### config.mk
export PLATFORM = sky130hd
export DESIGN_NAME = regfile_scrubber
export DESIGN_NICKNAME = d
export VERILOG_FILES = /design/src/rtl/regfile_scrubber.sv
export SDC_FILE = /design/constraint.sdc
export NUM_CORES = 1
export LEC_CHECK = 0
export BUFFER_PORTS_ARGS = -buffer_cell sky130_fd_sc_hd__buf_2
export CORE_MARGIN = 1.5
export CORE_UTILIZATION = 30
export CTS_CLUSTER_DIAMETER = 120
export DETAILED_ROUTE_END_ITERATION = 7
export PLACE_DENSITY = 0.66
export SLEW_MARGIN = 20
export SYNTH_ARGS = -nofsm -noshare
export SYNTH_HDL_FRONTEND = slang
export SYNTH_SLANG_ARGS = --single-unit
### constraint.sdc
create_clock -name clk -period 2.8 [get_ports clk]
set_input_delay 0.14 -clock clk [delete_from_list [all_inputs] [get_ports clk]]
set_output_delay 0.14 -clock clk [all_outputs]
set_load 0.03 [all_outputs]
### src/rtl/regfile_scrubber.sv
// regfile_scrubber: background even-parity scrubber for the parity-protected register file.
// It uses idle read-port cycles to walk every register and check data against the stored parity.
// It logs the first failing address, keeps a saturating error count and pulses an interrupt.
// Optional macro SCRUB_FIX_EN adds a FIX state that writes 0 back into each failing entry.
module regfile_scrubber #(
  parameter int unsigned NUM_REGS  = 16,
  parameter int unsigned ADDR_W    = 4,
  parameter int unsigned DATA_W    = 32,
  parameter int unsigned INTERVAL  = 256,
  parameter int unsigned ERR_CNT_W = 8
) (
  input  logic                 clk,
  input  logic                 rst,
  input  logic                 enable,
  input  logic                 core_idle,
  output logic [ADDR_W-1:0]    scrub_addr,
  input  logic [DATA_W-1:0]    scrub_data,
  input  logic                 scrub_par,
  output logic                 busy,
  output logic                 pass_done,
  output logic                 err_irq,
  output logic                 err_valid,
  output logic [ADDR_W-1:0]    err_addr,
  output logic [ERR_CNT_W-1:0] err_count,
  input  logic                 err_clr,
  output logic                 wr_req,
  output logic [ADDR_W-1:0]    wr_addr,
  output logic [DATA_W-1:0]    wr_data,
  input  logic                 wr_gnt
);

  localparam int unsigned           CNT_W      = $clog2(INTERVAL + 1);
  localparam logic [CNT_W-1:0]      CNT_RELOAD = CNT_W'(INTERVAL);
  localparam logic [ADDR_W-1:0]     LAST_ADDR  = ADDR_W'(NUM_REGS - 1);
  localparam logic [ERR_CNT_W-1:0]  ERR_ONE    = ERR_CNT_W'(1);

  typedef enum logic [2:0] {StWait, StRead, StCheck, StFix, StDone} state_e;

  state_e           state;
  logic [CNT_W-1:0] wait_cnt;
  logic             mismatch;
  logic             advance;

  // err_irq is loaded at capture time with the parity result, so during CHECK it is the
  // mismatch flag for the register being checked.
  assign mismatch = (state == StCheck) && err_irq;

`ifdef SCRUB_FIX_EN
  // Finish a register on a clean check, or once the repair write has been granted.
  assign advance = ((state == StCheck) && !mismatch) || ((state == StFix) && wr_gnt);
  assign wr_data = '0;

  // Repair request: raised on leaving CHECK with a mismatch, held until wr_gnt is sampled.
  always_ff @(posedge clk) begin
    if (rst) begin
      wr_req  <= 1'b0;
      wr_addr <= '0;
    end else if (mismatch) begin
      wr_req  <= 1'b1;
      wr_addr <= scrub_addr;
    end else if ((state == StFix) && wr_gnt) begin
      wr_req  <= 1'b0;
    end
  end
`else
  // Detection only: every CHECK finishes its register.
  assign advance = (state == StCheck);
  assign wr_req  = 1'b0;
  assign wr_addr = '0;
  assign wr_data = '0;

  logic unused_wr_gnt;
  assign unused_wr_gnt = wr_gnt;
`endif

  // Main scan FSM with registered busy/pass_done/err_irq/scrub_addr.
  always_ff @(posedge clk) begin
    if (rst) begin
      state      <= StWait;
      wait_cnt   <= CNT_RELOAD;
      scrub_addr <= '0;
      busy       <= 1'b0;
      pass_done  <= 1'b0;
      err_irq    <= 1'b0;
    end else begin
      pass_done <= 1'b0;
      err_irq   <= 1'b0;
      if (advance) begin
        if (!enable) begin
          // Pass aborted: back to WAIT without a pass_done pulse.
          state      <= StWait;
          busy       <= 1'b0;
          scrub_addr <= '0;
          wait_cnt   <= CNT_RELOAD;
        end else if (scrub_addr == LAST_ADDR) begin
          state      <= StDone;
          pass_done  <= 1'b1;
          scrub_addr <= '0;
          wait_cnt   <= CNT_RELOAD;
        end else begin
          state      <= StRead;
          scrub_addr <= scrub_addr + ADDR_W'(1);
        end
      end else begin
        unique case (state)
          StWait: begin
            if (!enable) begin
              wait_cnt <= CNT_RELOAD;
            end else if ((wait_cnt == CNT_W'(1)) || (wait_cnt == '0)) begin
              wait_cnt <= '0;
              state    <= StRead;
              busy     <= 1'b1;
            end else begin
              wait_cnt <= wait_cnt - CNT_W'(1);
            end
          end
          StRead: begin
            if (core_idle) begin
              state   <= StCheck;
              err_irq <= scrub_par ^ (^scrub_data);
            end
          end
          // Only reached with a repair pending; clean checks take the advance path.
          StCheck: state <= StFix;
          // Waiting for the repair write to be granted.
          StFix:   state <= StFix;
          StDone: begin
            state <= StWait;
            busy  <= 1'b0;
          end
          default: begin
            state <= StWait;
            busy  <= 1'b0;
          end
        endcase
      end
    end
  end

  // Error log: first address sticks; a clear in the same cycle as a new error yields that error.
  always_ff @(posedge clk) begin
    if (rst) begin
      err_valid <= 1'b0;
      err_addr  <= '0;
      err_count <= '0;
    end else if (mismatch) begin
      err_valid <= 1'b1;
      if (err_clr) begin
        err_addr  <= scrub_addr;
        err_count <= ERR_ONE;
      end else begin
        if (!err_valid) begin
          err_addr <= scrub_addr;
        end
        if (err_count != '1) begin
          err_count <= err_count + ERR_ONE;
        end
      end
    end else if (err_clr) begin
      err_valid <= 1'b0;
      err_addr  <= '0;
      err_count <= '0;
    end
  end

endmodule
==> run_results.csv, run 1 <==
group,metric,value,unit
yosys,ys_ff_latch,32,
setup_path,cp-end-kind,"flip-flop",
floorplan,start_util,31.2,%
yosys,synth_mux_area_share,0.945,%
cells_and_area,nets,345,
cells_and_area,nFillCells,694,
yosys,synth_edf_count,0,
timing,fin_ws,969,ps
floorplan,die_area,0.00757,sq mm
power_and_ir_drop,powerDensity,521,mW/mm^2
placed_design,dp_hpwl,3100,microns
floorplan,die_h,87.0,microns
yosys,synth_area_leaders,"dfxtp_1, buf_4, xnor2_1, nor2_1, xor2_1",
timing,setup_viol,0,
floorplan,ioPinCount,96,
timing,rsz0062_at_grt,"no",
setup_path,worstPathArrival,2060,ps
global_routing,grt_max_degree,18,
global_routing,grt_pass1_vias,1516,
global_routing,grt_overflow,0,
routing,drc_errors,0,
routing,wl_per_cell,10.1,microns
placed_design,placed_cell_area,0.00236,sq mm
yosys,synth_most_common_cell,"buf_4",
routing,first_iter_violations,90,
floorplan,placement_rows,30,
yosys,synth_ff_type,"dfxtp_1",
routing,vias,1767,
setup_path,critPathLaunchType,"flip-flop",
yosys,synthCells,243,
timing,post-route-period-util,65.4,%
global_routing,top_usage_layer,"met2",
power_and_ir_drop,peakVddDrop,0.000288,V
timing,drv_slew,0,
flow_run,drv_cap,0,
clock_network,cts_made_buffers,5,
global_routing,grt_use_met1,11.8,%
routing,detail-route-antenna-nets,0,
cells_and_area,drive_gt1_share,24.8,%
routing,via_per_inst,4.44,
clock_network,cts_root_buf,"clkbuf_8",
cells_and_area,instances_no_fill,398,
global_routing,antenna_found_initial,0,
min_path,min_to,"state[1]",
yosys,synth_xor_xnor_area_share,17.0,%
min_path,hold_path_depth,3,
yosys,synth_top_cell_by_area,"dfxtp_1",
power_and_ir_drop,leakagePower,1.11,nW
cells_and_area,num_antenna_cells,0,
yosys,syn_area,0.00212,sq mm
clock_network,cts_setup_buffers,0,
yosys,seq_area_frac_synth,30.2,%
clock_network,postCtsHoldBufs,0,
clock_network,cts_resized,0,
yosys,yosys.area_share.simple,20.6,%
placed_design,gp_congestion,0.841,
global_routing,grt_use_met3,3.41,%
routing,first_pass_iters,4,
global_routing,grt_pass1_wl,6210,microns
yosys,synth_compound_area_share,13.2,%
yosys,yosys.area_share.adder,2.95,%
placed_design,port_buffers,57,
global_routing,grt_util_met2,18.5,%
timing,slew_headroom,64.7,%
timing,fmaxAchievable,546,MHz
clock_network,clockBufferDepth,2,
clock_network,cts.htree.levels,2,
yosys,async_flop_share,0,%
yosys,synth_cell_types,45,
setup_path,worstRegToRegCells,5,
cells_and_area,final_area,0.00248,sq mm
routing,wirelength,4030,microns
floorplan,die-width,87.0,microns
cells_and_area,area_growth,17.3,%
timing,finalHoldViolations,0,
setup_path,worstReg2RegEnd,"err_count[6]",
cells_and_area,multi_input_area,0.00130,sq mm
timing,finalClockSkew,8.14,ps
timing,tightestPinTransition,529,ps
cells_and_area,fin_util,36.6,%
clock_network,clock_sinks,32,
timing,period_needed,1830,ps
clock_network,clock_latency,290,ps
setup_path,rr_startpoint,"state[1]",
setup_path,path_class,"flip-flop to flip-flop",
yosys,synth_top_area_share,30.2,%
yosys,ys.warnings.count,0,
setup_path,crit_fanout,16,
min_path,hp-class,"input port to flip-flop",
global_routing,grtUsageTotal,10.4,%
outcome,status,"finished, final reports clean",
timing,fin_setup_tns,0,ps
placed_design,dp.cells,390,
yosys,netlist_top_cells_count,"buf_4, dfxtp_1, nor2_1",
placed_design,pre_cts_slack,986,ps
clock_network,cts.clk_slew.worst_paths,70,ps
setup_path,rrSetupSlack,970,ps
yosys,synth_top_family_by_area,"simple AND/OR/NAND/NOR gates",
setup_path,cp.required,3020,ps
yosys,syn_avg_cell_area,8.72,sq um
min_path,hp-start,"core_idle",
floorplan,coreArea,0.00679,sq mm
clock_network,cts_tree,"done",
cells_and_area,seqCellArea,641,sq um
kinds of logic after synthesis:
| group | Yosys count |
|---|---|
| flip-flops | 32 |
| buffers and inverters | 46 |
| multiplexers | 2 |
| AO/OA/AOI/OAI | 39 |
| other | 1 |
| adder cells (fa/ha/maj) | 5 |
| AND/OR/NAND/NOR | 80 |
| XOR/XNOR | 38 |
power by group:
group / switching [mW] / internal [mW]
clock: 0.169 / 0.314
sequential: 0.0150 / 0.471
combinational: 0.175 / 0.152
placed cells by master, fill, tap and decap left out, types with 2 or more instances in the layout:
cell type	n
xor2_1	8
xnor3_1	2
clkbuf_8	7
inv_1	4
or3_4	2
buf_2	57
o21a_1	2
a21oi_1	13
or2_2	2
dfxtp_1	32
mux2i_1	2
xnor2_1	28
conb_1	37
or3_1	3
o21ai_0	5
nand2_1	9
ha_1	5
o21bai_1	3
nand4_1	4
a22oi_1	5
and4_1	2
nand3_1	9
nand3b_1	2
nor2_1	32
nor3_1	6
through the flow:
| stage | hold slack, ps | power, mW |
|---|---|---|
| after floorplan | 256 | 0.804 |
| after global placement | 383 | 0.821 |
| after detailed placement | 392 | 0.824 |
| after CTS | 98.5 | 1.31 |
| after global routing | 123 | 1.36 |
| final | 106 | 1.30 |
how the worst max path moves through the flow:
stage,start,end,slack [ps],cells past startpoint
4_1_cts,state[1],err_count[6],960,5
2_1_floorplan,scrub_addr[0],wait_cnt[3],970,6
3_5_place_dp,state[1],err_count[6],990,5
3_3_place_gp,state[1],err_count[6],1000,5
5_1_grt,state[1],err_count[6],780,5
6_report,state[1],err_count[6],970,5
per-layer routing:
metal,routed length [microns],vias to the layer above
met2,1880,73
met3,308,3
met4,19,0
li1,-,883
met1,1820,808
met5,0,-
critical path, cell delays in order, from the launching register on:
cell       delay, ps
dfxtp_1          650
nand4bb_4        230
a41oi_4          290
nor2_1           120
or3_1            350
a21oi_1          130
flip-flops by register name, summed over array words and instances (netlist names):
register and cells:
scrub_addr 4, wait_cnt 9, err_addr 4, pass_done 1
err_valid 1, busy 1, state 3, err_count 8
err_irq 1
final cells by class:
class | count | share of cell area, %
inverter | 4 | 0.604
clock buffer | 7 | 3.88
tap | 96 | 4.83
clock inverter | 1 | 1.21
sequential | 32 | 25.8
timing repair buffer | 57 | 11.5
multi-input combinational | 201 | 52.2
Power figures use the tool's default switching activity.
==> run 2, diff against run 1 <==
==> constraint.sdc (replaced) <==
create_clock -name clk -period 1.8 [get_ports clk]
set_input_delay 0.09 -clock clk [delete_from_list [all_inputs] [get_ports clk]]
set_output_delay 0.09 -clock clk [all_outputs]
set_load 0.03 [all_outputs]
==> run_results.csv, run 2 (same netlist as run 1, synthesis figures left out) <==
group,metric,value,unit
setup_path,path_class,"flip-flop to flip-flop",
placed_design,dp_hpwl,3240,microns
cells_and_area,num_antenna_cells,0,
floorplan,die_area,0.00757,sq mm
timing,rsz0062_at_grt,"no",
floorplan,coreArea,0.00679,sq mm
routing,m1WireLength,1750,microns
placed_design,dp.cells,395,
clock_network,cts_tree,"done",
setup_path,crit_fanout,7,
setup_path,cp-end-kind,"flip-flop",
cells_and_area,multi_input_area,0.00130,sq mm
cells_and_area,nets,350,
clock_network,clock_sinks,32,
min_path,hp-start,"core_idle",
cells_and_area,layout_commonest_cell,"buf_2",
global_routing,grt_overflow,0,
routing,first_iter_violations,63,
flow_run,drv_cap,0,
global_routing,grt_max_degree,18,
placed_design,port_buffers,57,
min_path,min_to,"state[1]",
cells_and_area,area_growth,18.5,%
timing,hold_ws,51.1,ps
clock_network,cts_setup_buffers,0,
cells_and_area,fin_util,37.0,%
global_routing,grt_pass1_wl,6600,microns
routing,wl_met3,324,microns
clock_network,cts_root_buf,"clkbuf_8",
clock_network,cts.htree.levels,2,
global_routing,grtUsageTotal,10.9,%
setup_path,worstReg2RegEnd,"wait_cnt[2]",
routing,drc_errors,0,
timing,post-route-period-util,94.2,%
floorplan,die-width,87.0,microns
floorplan,placement_rows,30,
timing,finalClockSkew,7.93,ps
routing,vias,1768,
cells_and_area,layout_common_cells,"buf_2, conb_1, nor2_1, dfxtp_1, xnor2_1",
cells_and_area,drive_gt1_share,27.0,%
outcome,status,"finished, final reports clean",
floorplan,die_h,87.0,microns
cells_and_area,seqCellArea,644,sq um
global_routing,antenna_found_initial,1,
cells_and_area,max_flop_register,"wait_cnt",
cells_and_area,instances_no_fill,403,
timing,fin_setup_tns,0,ps
setup_path,cp.required,1970,ps
min_path,hold_path_depth,3,
power_and_ir_drop,leakagePower,1.12,nW
floorplan,ioPinCount,96,
clock_network,clockBufferDepth,2,
global_routing,grt_pass1_vias,1592,
setup_path,critPathLaunchType,"flip-flop",
timing,setup_viol,0,
timing,fmaxAchievable,589,MHz
routing,via_per_inst,4.39,
power_and_ir_drop,peakVddDrop,0.000395,V
timing,period_needed,1700,ps
floorplan,start_util,31.2,%
cells_and_area,nFillCells,690,
min_path,hp-class,"input port to flip-flop",
clock_network,cts.clk_slew.worst_paths,70,ps
clock_network,cts_made_buffers,5,
cells_and_area,largest_reg_flops,9,
routing,top_layer_used,"met5",
placed_design,gp_congestion,0.835,
routing,wl_met2,2010,microns
power_and_ir_drop,powerDensity,776,mW/mm^2
routing,wirelength,4170,microns
setup_path,worstPathArrival,1870,ps
setup_path,worstRegToRegCells,5,
timing,finalHoldViolations,0,
setup_path,rr_startpoint,"wait_cnt[3]",
clock_network,clock_latency,290,ps
setup_path,rrSetupSlack,100,ps
routing,first_pass_iters,4,
timing,drv_slew,0,
routing,wl_per_cell,10.3,microns
cells_and_area,largestRegisters,"wait_cnt x9, err_count x8",
routing,detail-route-antenna-nets,0,
[run 2: where the power goes]
group / internal, mW / switching, mW / leakage [nW]
Clock: 0.410 / 0.261 / 0.0552
Combinational: 0.241 / 0.280 / 0.807
Sequential: 0.732 / 0.0216 / 0.261
Total: 1.38 / 0.563 / 1.12
[run 2: worst max-delay path by stage]
| stage | to | from | slack [ps] |
|---|---|---|---|
| after global routing | wait_cnt[1] | wait_cnt[1] | 20 |
| after detailed placement | wait_cnt[3] | state[0] | 70 |
| after global placement | wait_cnt[3] | state[0] | 120 |
| after CTS | wait_cnt[3] | state[0] | 50 |
| final | wait_cnt[2] | wait_cnt[3] | 100 |
| after floorplan | wait_cnt[3] | scrub_addr[0] | 120 |
[run 2: critical path: stages, from the launching register on]
cell and delay [ps]:
dfxtp_1 340, or3_4 380, or3_4 400, o211ai_1 170, a21o_2 230, nor2_1 70
[run 2: metrics by stage]
stage	power, mW	worst slack [ps]	instance area, sq um
6_report	1.95	104	2510
5_1_grt	2.04	17.9	2510
4_1_cts	1.97	54.5	2510
3_5_place_dp	1.29	68.9	2400
3_3_place_gp	1.28	124	2400
2_1_floorplan	1.25	122	2260
[run 2: layout make-up]
cell class | instances | area share [%]
clock buffers | 6 | 2.89
clock inverters | 2 | 1.40
inverters | 4 | 0.598
multi-input cells | 201 | 51.8
flip-flops and latches | 32 | 25.7
well taps | 96 | 4.78
repair buffers | 62 | 12.9
[run 2: what timing repair did]
action,CTS,global route
setup endpoints to repair,0,2
gates resized for setup,0,2
hold buffers,0,0
[run 2: metal layers]
layer / global-route usage [%] / vias to the layer above
met5: 0 / -
met4: 5.13 / 2
met3: 4.08 / 9
met2: 18.8 / 60
met1: 11.8 / 806
li1: - / 891
